[src/rtl/router_pkg.sv]
// Shared flit-type encodings and arbiter state type for the torus router output ports.
package router_pkg;

    localparam int FLIT_SIZE_DEF = 128;
    localparam int FLIT_TYPE_W   = 2;

    localparam logic [FLIT_TYPE_W-1:0] FLIT_TYPE_BODY   = 2'b00;
    localparam logic [FLIT_TYPE_W-1:0] FLIT_TYPE_HEAD   = 2'b01;
    localparam logic [FLIT_TYPE_W-1:0] FLIT_TYPE_TAIL   = 2'b10;
    localparam logic [FLIT_TYPE_W-1:0] FLIT_TYPE_SINGLE = 2'b11;

    typedef enum logic {
        ARB_IDLE,
        ARB_LOCKED
    } arb_state_t;

    // True for flits that open a packet (HEAD or SINGLE).
    function automatic logic is_head_type(input logic [FLIT_TYPE_W-1:0] t);
        return (t == FLIT_TYPE_HEAD) || (t == FLIT_TYPE_SINGLE);
    endfunction

endpackage

[src/rtl/rr_arbiter.sv]
// Combinational round-robin arbiter: requests above ptr win first, otherwise lowest index.
module rr_arbiter #(
    parameter int NUM_REQ = 7,
    parameter int IW      = $clog2(NUM_REQ)
) (
    input  logic [NUM_REQ-1:0] req,
    input  logic [IW-1:0]      ptr,
    output logic [NUM_REQ-1:0] grant,
    output logic [IW-1:0]      idx,
    output logic               any
);

    logic [NUM_REQ-1:0] upper_mask;
    logic [NUM_REQ-1:0] masked;
    logic [NUM_REQ-1:0] pick;

    always_comb begin
        upper_mask = '0;
        for (int unsigned i = 0; i < NUM_REQ; i++) begin
            upper_mask[i] = (IW'(i) > ptr);
        end
        masked = req & upper_mask;
        pick   = (|masked) ? masked : req;

        grant = '0;
        idx   = '0;
        for (int unsigned i = 0; i < NUM_REQ; i++) begin
            if (pick[i] && (grant == '0)) begin
                grant[i] = 1'b1;
                idx      = IW'(i);
            end
        end
        any = |req;
    end

endmodule

[src/rtl/output_port_arbiter.sv]
// Per-output-port wormhole switch allocator with credit gating and registered output.
// Optional statistics counters enabled by defining OUT_ARB_STATS_EN.
module output_port_arbiter
    import router_pkg::*;
#(
    parameter int FLIT_SIZE    = FLIT_SIZE_DEF,
    parameter int NUM_REQ      = 7,
    parameter int CREDIT_DEPTH = 16
) (
    input  logic                         clk,
    input  logic                         rst,
    input  logic [NUM_REQ*FLIT_SIZE-1:0] req_flit,
    input  logic [NUM_REQ-1:0]           req_valid,
    output logic [NUM_REQ-1:0]           req_ready,
    output logic [FLIT_SIZE-1:0]         out_flit,
    output logic                         out_valid,
    input  logic                         credit_return,
    output logic                         proto_err,
    output logic                         credit_err
`ifdef OUT_ARB_STATS_EN
    ,
    output logic [31:0]                  flit_cnt,
    output logic [31:0]                  stall_cnt
`endif
);

    localparam int IW = $clog2(NUM_REQ);
    localparam int CW = $clog2(CREDIT_DEPTH + 1);
    localparam logic [CW-1:0] CREDIT_FULL = CW'(CREDIT_DEPTH);

    arb_state_t      state;
    logic [IW-1:0]   owner;
    logic [IW-1:0]   rr_ptr;
    logic [CW-1:0]   credits;

    logic [FLIT_SIZE-1:0]   flits [NUM_REQ];
    logic [FLIT_TYPE_W-1:0] ftype [NUM_REQ];
    logic [NUM_REQ-1:0]     head_mask;
    logic [NUM_REQ-1:0]     body_mask;
    logic [NUM_REQ-1:0]     arb_req;
    logic [NUM_REQ-1:0]     arb_grant;
    logic [IW-1:0]          arb_idx;
    logic                   arb_any;
    logic [IW-1:0]          drain_idx;
    logic                   has_credit;

    logic [IW-1:0]          sel_idx;
    logic [FLIT_SIZE-1:0]   sel_flit;
    logic [FLIT_TYPE_W-1:0] sel_type;
    logic                   fwd;
    logic                   drain;

    always_comb begin
        head_mask = '0;
        body_mask = '0;
        for (int unsigned i = 0; i < NUM_REQ; i++) begin
            flits[i]     = req_flit[i*FLIT_SIZE +: FLIT_SIZE];
            ftype[i]     = flits[i][FLIT_SIZE-1 -: FLIT_TYPE_W];
            head_mask[i] = req_valid[i] && is_head_type(ftype[i]);
            body_mask[i] = req_valid[i] && !is_head_type(ftype[i]);
        end
        has_credit = (credits != '0);
        arb_req    = has_credit ? head_mask : '0;

        drain_idx = '0;
        for (int unsigned i = NUM_REQ; i > 0; i--) begin
            if (body_mask[i-1]) begin
                drain_idx = IW'(i - 1);
            end
        end
    end

    rr_arbiter #(
        .NUM_REQ (NUM_REQ),
        .IW      (IW)
    ) u_rr (
        .req   (arb_req),
        .ptr   (rr_ptr),
        .grant (arb_grant),
        .idx   (arb_idx),
        .any   (arb_any)
    );

    // Orphan body/tail flits are only drained when no head can be granted.
    always_comb begin
        req_ready = '0;
        sel_idx   = '0;
        fwd       = 1'b0;
        drain     = 1'b0;
        case (state)
            ARB_IDLE: begin
                if (arb_any) begin
                    req_ready = arb_grant;
                    sel_idx   = arb_idx;
                    fwd       = 1'b1;
                end else if (|body_mask) begin
                    req_ready[drain_idx] = 1'b1;
                    sel_idx              = drain_idx;
                    drain                = 1'b1;
                end
            end
            ARB_LOCKED: begin
                if (req_valid[owner] && has_credit) begin
                    req_ready[owner] = 1'b1;
                    sel_idx          = owner;
                    fwd              = 1'b1;
                end
            end
            default: ;
        endcase
        sel_flit = flits[sel_idx];
        sel_type = ftype[sel_idx];
    end

    always_ff @(posedge clk) begin
        if (rst) begin
            state      <= ARB_IDLE;
            owner      <= '0;
            rr_ptr     <= IW'(NUM_REQ - 1);
            credits    <= CREDIT_FULL;
            out_flit   <= '0;
            out_valid  <= 1'b0;
            proto_err  <= 1'b0;
            credit_err <= 1'b0;
        end else begin
            out_valid  <= fwd;
            proto_err  <= drain;
            credit_err <= credit_return && !fwd && (credits == CREDIT_FULL);
            if (fwd) begin
                out_flit <= sel_flit;
            end

            if (fwd && !credit_return) begin
                credits <= credits - CW'(1);
            end else if (credit_return && !fwd && (credits != CREDIT_FULL)) begin
                credits <= credits + CW'(1);
            end

            case (state)
                ARB_IDLE: begin
                    if (fwd) begin
                        rr_ptr <= sel_idx;
                        if (sel_type == FLIT_TYPE_HEAD) begin
                            state <= ARB_LOCKED;
                            owner <= sel_idx;
                        end
                    end
                end
                ARB_LOCKED: begin
                    if (fwd && (sel_type == FLIT_TYPE_TAIL)) begin
                        state <= ARB_IDLE;
                    end
                end
                default: state <= ARB_IDLE;
            endcase
        end
    end

`ifdef OUT_ARB_STATS_EN
    always_ff @(posedge clk) begin
        if (rst) begin
            flit_cnt  <= '0;
            stall_cnt <= '0;
        end else begin
            if (fwd) begin
                flit_cnt <= flit_cnt + 32'd1;
            end
            if ((|req_valid) && !has_credit && !(|req_ready)) begin
                stall_cnt <= stall_cnt + 32'd1;
            end
        end
    end
`endif

endmodule

[config.mk]
export PLATFORM = sky130hd
export DESIGN_NAME = output_port_arbiter
export DESIGN_NICKNAME = d
export VERILOG_FILES = /design/src/rtl/router_pkg.sv /design/src/rtl/rr_arbiter.sv /design/src/rtl/output_port_arbiter.sv
export SDC_FILE = /design/constraint.sdc
export NUM_CORES = 1
export LEC_CHECK = 0
export CORE_AREA = 3 3 405 407
export CTS_CLUSTER_SIZE = 8
export DETAILED_ROUTE_END_ITERATION = 8
export DIE_AREA = 0 0 408 410
export PLACE_DENSITY = 0.3
export SLEW_MARGIN = 20
export SYNTH_ARGS = -nofsm -noshare
export SYNTH_HDL_FRONTEND = slang
export SYNTH_SLANG_ARGS = --single-unit
[constraint.sdc]
create_clock -name clk -period 4 [get_ports clk]
set_clock_uncertainty 0.05 [all_clocks]
set_input_delay 0.6 -clock clk [delete_from_list [all_inputs] [get_ports clk]]
set_output_delay 0.6 -clock clk [all_outputs]
set_load 0.1 [all_outputs]
Yosys cells after proc, flatten, opt, wreduce, memory -nomap -nowiden
Index checks and enable logic that the tools add are counted.

Add/subtract/negate cells: 2. Order comparisons: 12. Equal/unequal tests: 18. Muxes and demuxes: 52. Bitwise gates (word level): 4. Reduce and logical (&&, ||, !) cells: 57.

Operators by type and width (count): binary-select mux 128 bit (select 3 bit) (1); two-way mux 128 bit (2); two-way mux 3 bit (13); two-way mux 7 bit (5); logical AND 1 bit (28); OR reduction 7 bit (3); two-way mux 1 bit (17); == test 2 x 1 -> 1 bit, second input constant (8); == test 2 bit, second input constant (8); one-hot mux 7 bit (2 select lines) (1); two-way mux 5 bit (2); greater-than comparator 3 bit, first input constant (3); logical NOT 1 bit (9); OR reduction 9 bit (1); less-than comparator 3 x 4 -> 1 bit, second input constant (2); two-way mux 2 bit (4); bitwise AND 7 bit (1); logical OR 1 bit (7); binary-select mux 2 bit (select 3 bit) (1); demux 1 bit (select 3 bit) (2); greater-or-equal comparator 3 x 1 -> 1 bit, second input constant (2); greater-than comparator 1 x 3 -> 1 bit, first input constant (2); greater-than comparator 2 x 3 -> 1 bit, first input constant (2); logical NOT 6 bit (1); other kinds (18) (20).

Register bits: 143. Output and inout bits: 138.

Logic depth before layout (Yosys ltp)
Depth in word-level cells: 36. Mapped depth: 15. Gate-level depth less buffers: 14.

Hierarchy
From an unflattened synthesis, not the netlist that was laid out.

Cell total of the unflattened synthesis: 2084. Area, all modules: 13327.8 um2.

Modules (own cells, without submodules): output_port_arbiter (instances 1, cells each 2034, area an instance 12991.2 um2, sequential area each 2862.7 um2); rr_arbiter (instances 1, cells each 50, area an instance 336.6 um2, sequential area each 0.0 um2).

Least setup slack after synthesis
OpenSTA, ideal clock, no wires.

Path type: input to output. Start point: in req_valid[4]. End point: out req_ready[3]. Arrival: 4496 ps. Required time: 3350 ps. Path slack: -1146 ps. Cell stages on the path: 5. Path buffers: 0. Cells stage by stage: a22oi_1 and3_1 nor2_1 nand2_1 o41ai_1.

Cells in the longest elaborated chain, start to end: 17. Elaborated cells between the ends (all ways): 35. Those cells by class: order compare (2); mux (19); bitwise (2); reduce/logical (12).

RTL lines: start: declaration (line output_port_arbiter.sv:13) `input logic [NUM_REQ-1:0] req_valid,`; logical AND 1 bit (line output_port_arbiter.sv:59) `head_mask[i] = req_valid[i] && is_head_type(ftype[i]);`; two-way mux 7 bit (line output_port_arbiter.sv:63) `arb_req = has_credit ? head_mask : '0;`; bitwise AND 7 bit (line rr_arbiter.sv:22) `masked = req & upper_mask;`; OR reduction 7 bit (line rr_arbiter.sv:23) `pick = (|masked) ? masked : req;`; two-way mux 7 bit (line rr_arbiter.sv:23); two-way mux 1 bit (line rr_arbiter.sv:28) `if (pick[i] && (grant == '0)) begin`; NOT 1 bit (line rr_arbiter.sv:28); logical AND 1 bit (line rr_arbiter.sv:28); two-way mux 1 bit (line rr_arbiter.sv:28); logical NOT 2 bit (line rr_arbiter.sv:28); logical AND 1 bit (line rr_arbiter.sv:28); two-way mux 1 bit (line rr_arbiter.sv:28); logical NOT 3 bit (line rr_arbiter.sv:28); logical AND 1 bit (line rr_arbiter.sv:28); two-way mux 1 bit (line rr_arbiter.sv:28); two-way mux 7 bit (line output_port_arbiter.sv:92) `if (arb_any) begin`; one-hot mux 7 bit (2 select lines) * (line output_port_arbiter.sv:90) `case (state)`; end: declaration (line output_port_arbiter.sv:14) `output logic [NUM_REQ-1:0] req_ready,`.

Every way passes the cells marked *; elsewhere a longest branch is shown, timed or not. The select of a mux whose other input is x is not followed.

Worst setup path after layout
Start point: in req_valid[5]. End point: reg out_flit[104].

Cells in the longest elaborated chain, start to end: 30. Elaborated cells between the ends (all ways): 52. Those cells by class: mux (32); bitwise (3); reduce/logical (17).

RTL lines: logical AND 1 bit (line output_port_arbiter.sv:59); two-way mux 7 bit (line output_port_arbiter.sv:63); bitwise AND 7 bit (line rr_arbiter.sv:22); OR reduction 7 bit (line rr_arbiter.sv:23); two-way mux 7 bit (line rr_arbiter.sv:23); two-way mux 1 bit (line rr_arbiter.sv:28); NOT 1 bit (line rr_arbiter.sv:28); logical AND 1 bit (line rr_arbiter.sv:28); (+13 left out); logical NOT 6 bit (line rr_arbiter.sv:28); logical AND 1 bit (line rr_arbiter.sv:28); two-way mux 3 bit (line rr_arbiter.sv:28); two-way mux 3 bit (line output_port_arbiter.sv:92); one-hot mux 3 bit (2 select lines) (line output_port_arbiter.sv:90); NOT 3 -> 4 bit (implied by the code) (line output_port_arbiter.sv:111) `sel_flit = flits[sel_idx];`; binary-select mux 128 bit (select 3 bit) (line output_port_arbiter.sv:111); two-way mux 128 bit (implied by the code) (2 in a row) (line output_port_arbiter.sv:111); end signal: assignment (line output_port_arbiter.sv:130) `out_flit <= sel_flit;`; end: declaration (line output_port_arbiter.sv:15) `output logic [FLIT_SIZE-1:0] out_flit,`.

Parallel ways exist; a longest one is shown, timed or not. The select of a mux whose other input is x is not followed. A chain may end at the register's enable or synchronous reset.

==> run metrics <==
HPWL Detailed=125000 um; largest fanout on the critical path=22; endpoints failing setup=0; Setup CP Type=input port to flop; endpoint type of the worst setup path=flop; run status=completed; area of the die=167000 um2; via count=21.5k; top cell type's share of synthesized area=0.217; Initial Util=0.0847; Avg Vias per Cell=3.86; initial antenna violation count=81; setup slack after layout=0.133 ns; register-to-register path setup slack=0.18 ns; IR Drop Worst-Case VDD=0.469 mV; number of buffers inserted to repair setup after CTS=0; die height=410 um; clock slew at the register clock pins of the worst setup and hold paths=0.08 ns; final wirelength=150000 um; Distinct cells, synth=67; share of final-layout standard cells stronger than drive strength 1=0.122; Max-cap violations=0; area growth from synthesis to layout=118%; endpoint of the worst hold-timing path=credits[1]; total global routing overflow=0; worst hold stages=2; Worst R2R Start=credits[1]; leakage power=11.1 nW; number of enable flip-flop cells after synthesis=0; most used cells in the layout excluding fill and tap cells=1020 x sky130_fd_sc_hd__clkdlybuf4s50_1, 786 x sky130_fd_sc_hd__nand2_1, 268 x sky130_fd_sc_hd__buf_4; first-pass GRT wire length=198000 um; area of the placeable core=161000 um2; final setup TNS=0 ns; width of the die=408 um; element type at the critical path start=input port; clock root buffer=sky130_fd_sc_hd__clkbuf_16; average detailed-routed wire length per instance=26.9 um; synthesized cell area=13600 um2; via count of the first global-routing pass=22.1k; Syn Inst Count=2224; dominant register cell in the synthesized netlist=sky130_fd_sc_hd__dfxtp_1; 1st-pass router iterations=5; Arr. time, crit path=4.22 ns; total number of H-tree levels=4; Max Buffers Root-to-Sink=2; CTS Sinks=143; number of DRC violations after detailed-routing iteration 0=1660; Slew HR=0.230; DRC Markers=0; Clk Latency, worst-skew pair=0.54 ns; Post-layout nets=4292; number of top-level design ports=1044; number of cell instances on the worst register-to-register path=14; Port-buffer cells=1043; number of inserted filler cells in the final layout=18.3k; Pwr per Cell Area=891 nW/um2; CTS tree=yes; setup repair after global routing missed its margin=no; Yosys warning total=0; total CTS buffers=17; Post-Place Worst Slack=-0.922 ns; post-synthesis average cell area=6.12 um2; Tmin final=3.87 ns; Mapped Nets=3134; Slew @ Worst Pin=1.15 ns; number of placement rows=147; reg2reg end=out_flit[104]; CTS Hold Buffers Added=0; pin count of the biggest net entering global routing=94; HP Start=rst; final count of pins violating max slew=0; post-synth top area cell=sky130_fd_sc_hd__nand2_1; post-synthesis register bit count=143; Tcrit/Tclk final=0.967; sequential fraction of the synthesis area=0.210; required arrival time at the worst endpoint=4.36 ns; most common cell after layout, fill and taps aside=sky130_fd_sc_hd__clkdlybuf4s50_1; Overall Global Routing Usage=0.172; maximum operating frequency=259 MHz; worst min-delay path category=input port to flop; post_cts resized=1; largest cells by area after synthesis=sky130_fd_sc_hd__nand2_1 22%, sky130_fd_sc_hd__dfxtp_1 21%, sky130_fd_sc_hd__a21oi_1 9.9%; post-synthesis async set-or-reset flop share=0; ANT nets after route=0; number of hold-slack violations in the final timing report=0; Final Wtd Congestion=0.873
state kept, by name, indices dropped and copies added (netlist names):
signal / flops
credit_err: 1
credits: 5
out_flit: 128
out_valid: 1
owner: 3
proto_err: 1
rr_ptr: 3
state: 1
report_power, final:
group	total [mW]	internal (mW)	leakage (nW)	switching (mW)
Combinational	22.0	7.85	9.60	14.1
Sequential	2.39	1.98	1.18	0.408
Clock	2.02	1.00	0.295	1.01
per-layer routing:
layer  GRT usage  up-vias  wire length (um)
li1            -    10200                 -
met1       0.202    10300             61300
met2       0.313      808             77200
met3      0.0448      159              8720
met4      0.0314       22              2410
met5           0        -               130
cell type report:
cell class,instances,area (um2),area share
timing repair buffer,1357,13500,0.458
multi-input combinational,1852,9770,0.330
sequential,143,2860,0.0967
tap,2160,2700,0.0913
clock buffer,17,425,0.0144
clock inverter,15,196,0.00664
antenna,21,52.6,0.00178
inverter,11,41.3,0.00139
cell usage after synthesis, types with 5 or more instances:
master	number
sky130_fd_sc_hd__buf_1	19
sky130_fd_sc_hd__nor2_1	29
sky130_fd_sc_hd__o22ai_1	5
sky130_fd_sc_hd__o32ai_1	119
sky130_fd_sc_hd__nand2b_1	134
sky130_fd_sc_hd__buf_2	71
sky130_fd_sc_hd__and2_1	5
sky130_fd_sc_hd__nor3_1	5
sky130_fd_sc_hd__buf_6	13
sky130_fd_sc_hd__nand2_1	788
sky130_fd_sc_hd__o32ai_2	9
sky130_fd_sc_hd__o21ai_0	8
sky130_fd_sc_hd__inv_1	11
sky130_fd_sc_hd__a21oi_1	268
sky130_fd_sc_hd__buf_4	10
sky130_fd_sc_hd__dfxtp_1	143
sky130_fd_sc_hd__nand3_1	259
sky130_fd_sc_hd__clkbuf_1	105
sky130_fd_sc_hd__nor2b_1	8
sky130_fd_sc_hd__a211oi_1	128
stage by stage:
stage	std cells	util	area, um2	power [mW]	hold WS (ns)
after floorplan	2224	-	13600	13.9	0.407
after global placement	5523	0.180	28900	24.8	0.403
after detailed placement	5523	0.180	28900	24.7	0.405
after CTS	5555	0.184	29500	26.9	0.384
after global routing	5565	0.184	29600	28.1	0.404
final	5576	0.184	29600	26.4	0.401
cell families after synthesis:
kind of cell             count (synthesis)  synth area share
AND/OR/NAND/NOR                       1254             0.406
AO/OA/AOI/OAI                          584             0.292
buffers and inverters                  229            0.0797
flip-flops                             143             0.210
multiplexers                             6           0.00552
XOR/XNOR                                 4           0.00258
adder cells (fa/ha/maj)                  4           0.00423
critical path, stage by stage:
cell	delay, ns
sky130_fd_sc_hd__clkdlybuf4s50_1	0.56
sky130_fd_sc_hd__nand3b_1	0.13
sky130_fd_sc_hd__buf_4	0.16
sky130_fd_sc_hd__a211oi_1	0.34
sky130_fd_sc_hd__nor2_1	0.11
sky130_fd_sc_hd__nor4_1	0.31
sky130_fd_sc_hd__buf_4	0.19
sky130_fd_sc_hd__nor2b_1	0.17
sky130_fd_sc_hd__buf_4	0.15
sky130_fd_sc_hd__a221oi_4	0.07
sky130_fd_sc_hd__buf_12	0.18
sky130_fd_sc_hd__buf_12	0.16
sky130_fd_sc_hd__buf_12	0.16
sky130_fd_sc_hd__nand2_1	0.08
sky130_fd_sc_hd__nand3_1	0.11
sky130_fd_sc_hd__a21oi_1	0.54
sky130_fd_sc_hd__o32ai_1	0.16
worst max-delay path by stage:
stage / startpoint / to / slack [ns] / depth (start not counted)
3_5_place_dp: req_flit[894] / out_flit[71] / -0.92 / 15
3_3_place_gp: req_valid[5] / out_flit[71] / -0.98 / 15
6_report: req_valid[5] / out_flit[104] / 0.13 / 17
2_1_floorplan: owner[1] / req_ready[2] / -0.03 / 6
5_1_grt: req_valid[2] / req_ready[4] / 0.006 / 13
4_1_cts: req_valid[5] / out_flit[71] / 0.06 / 15
(Power assumes the default switching activity.)
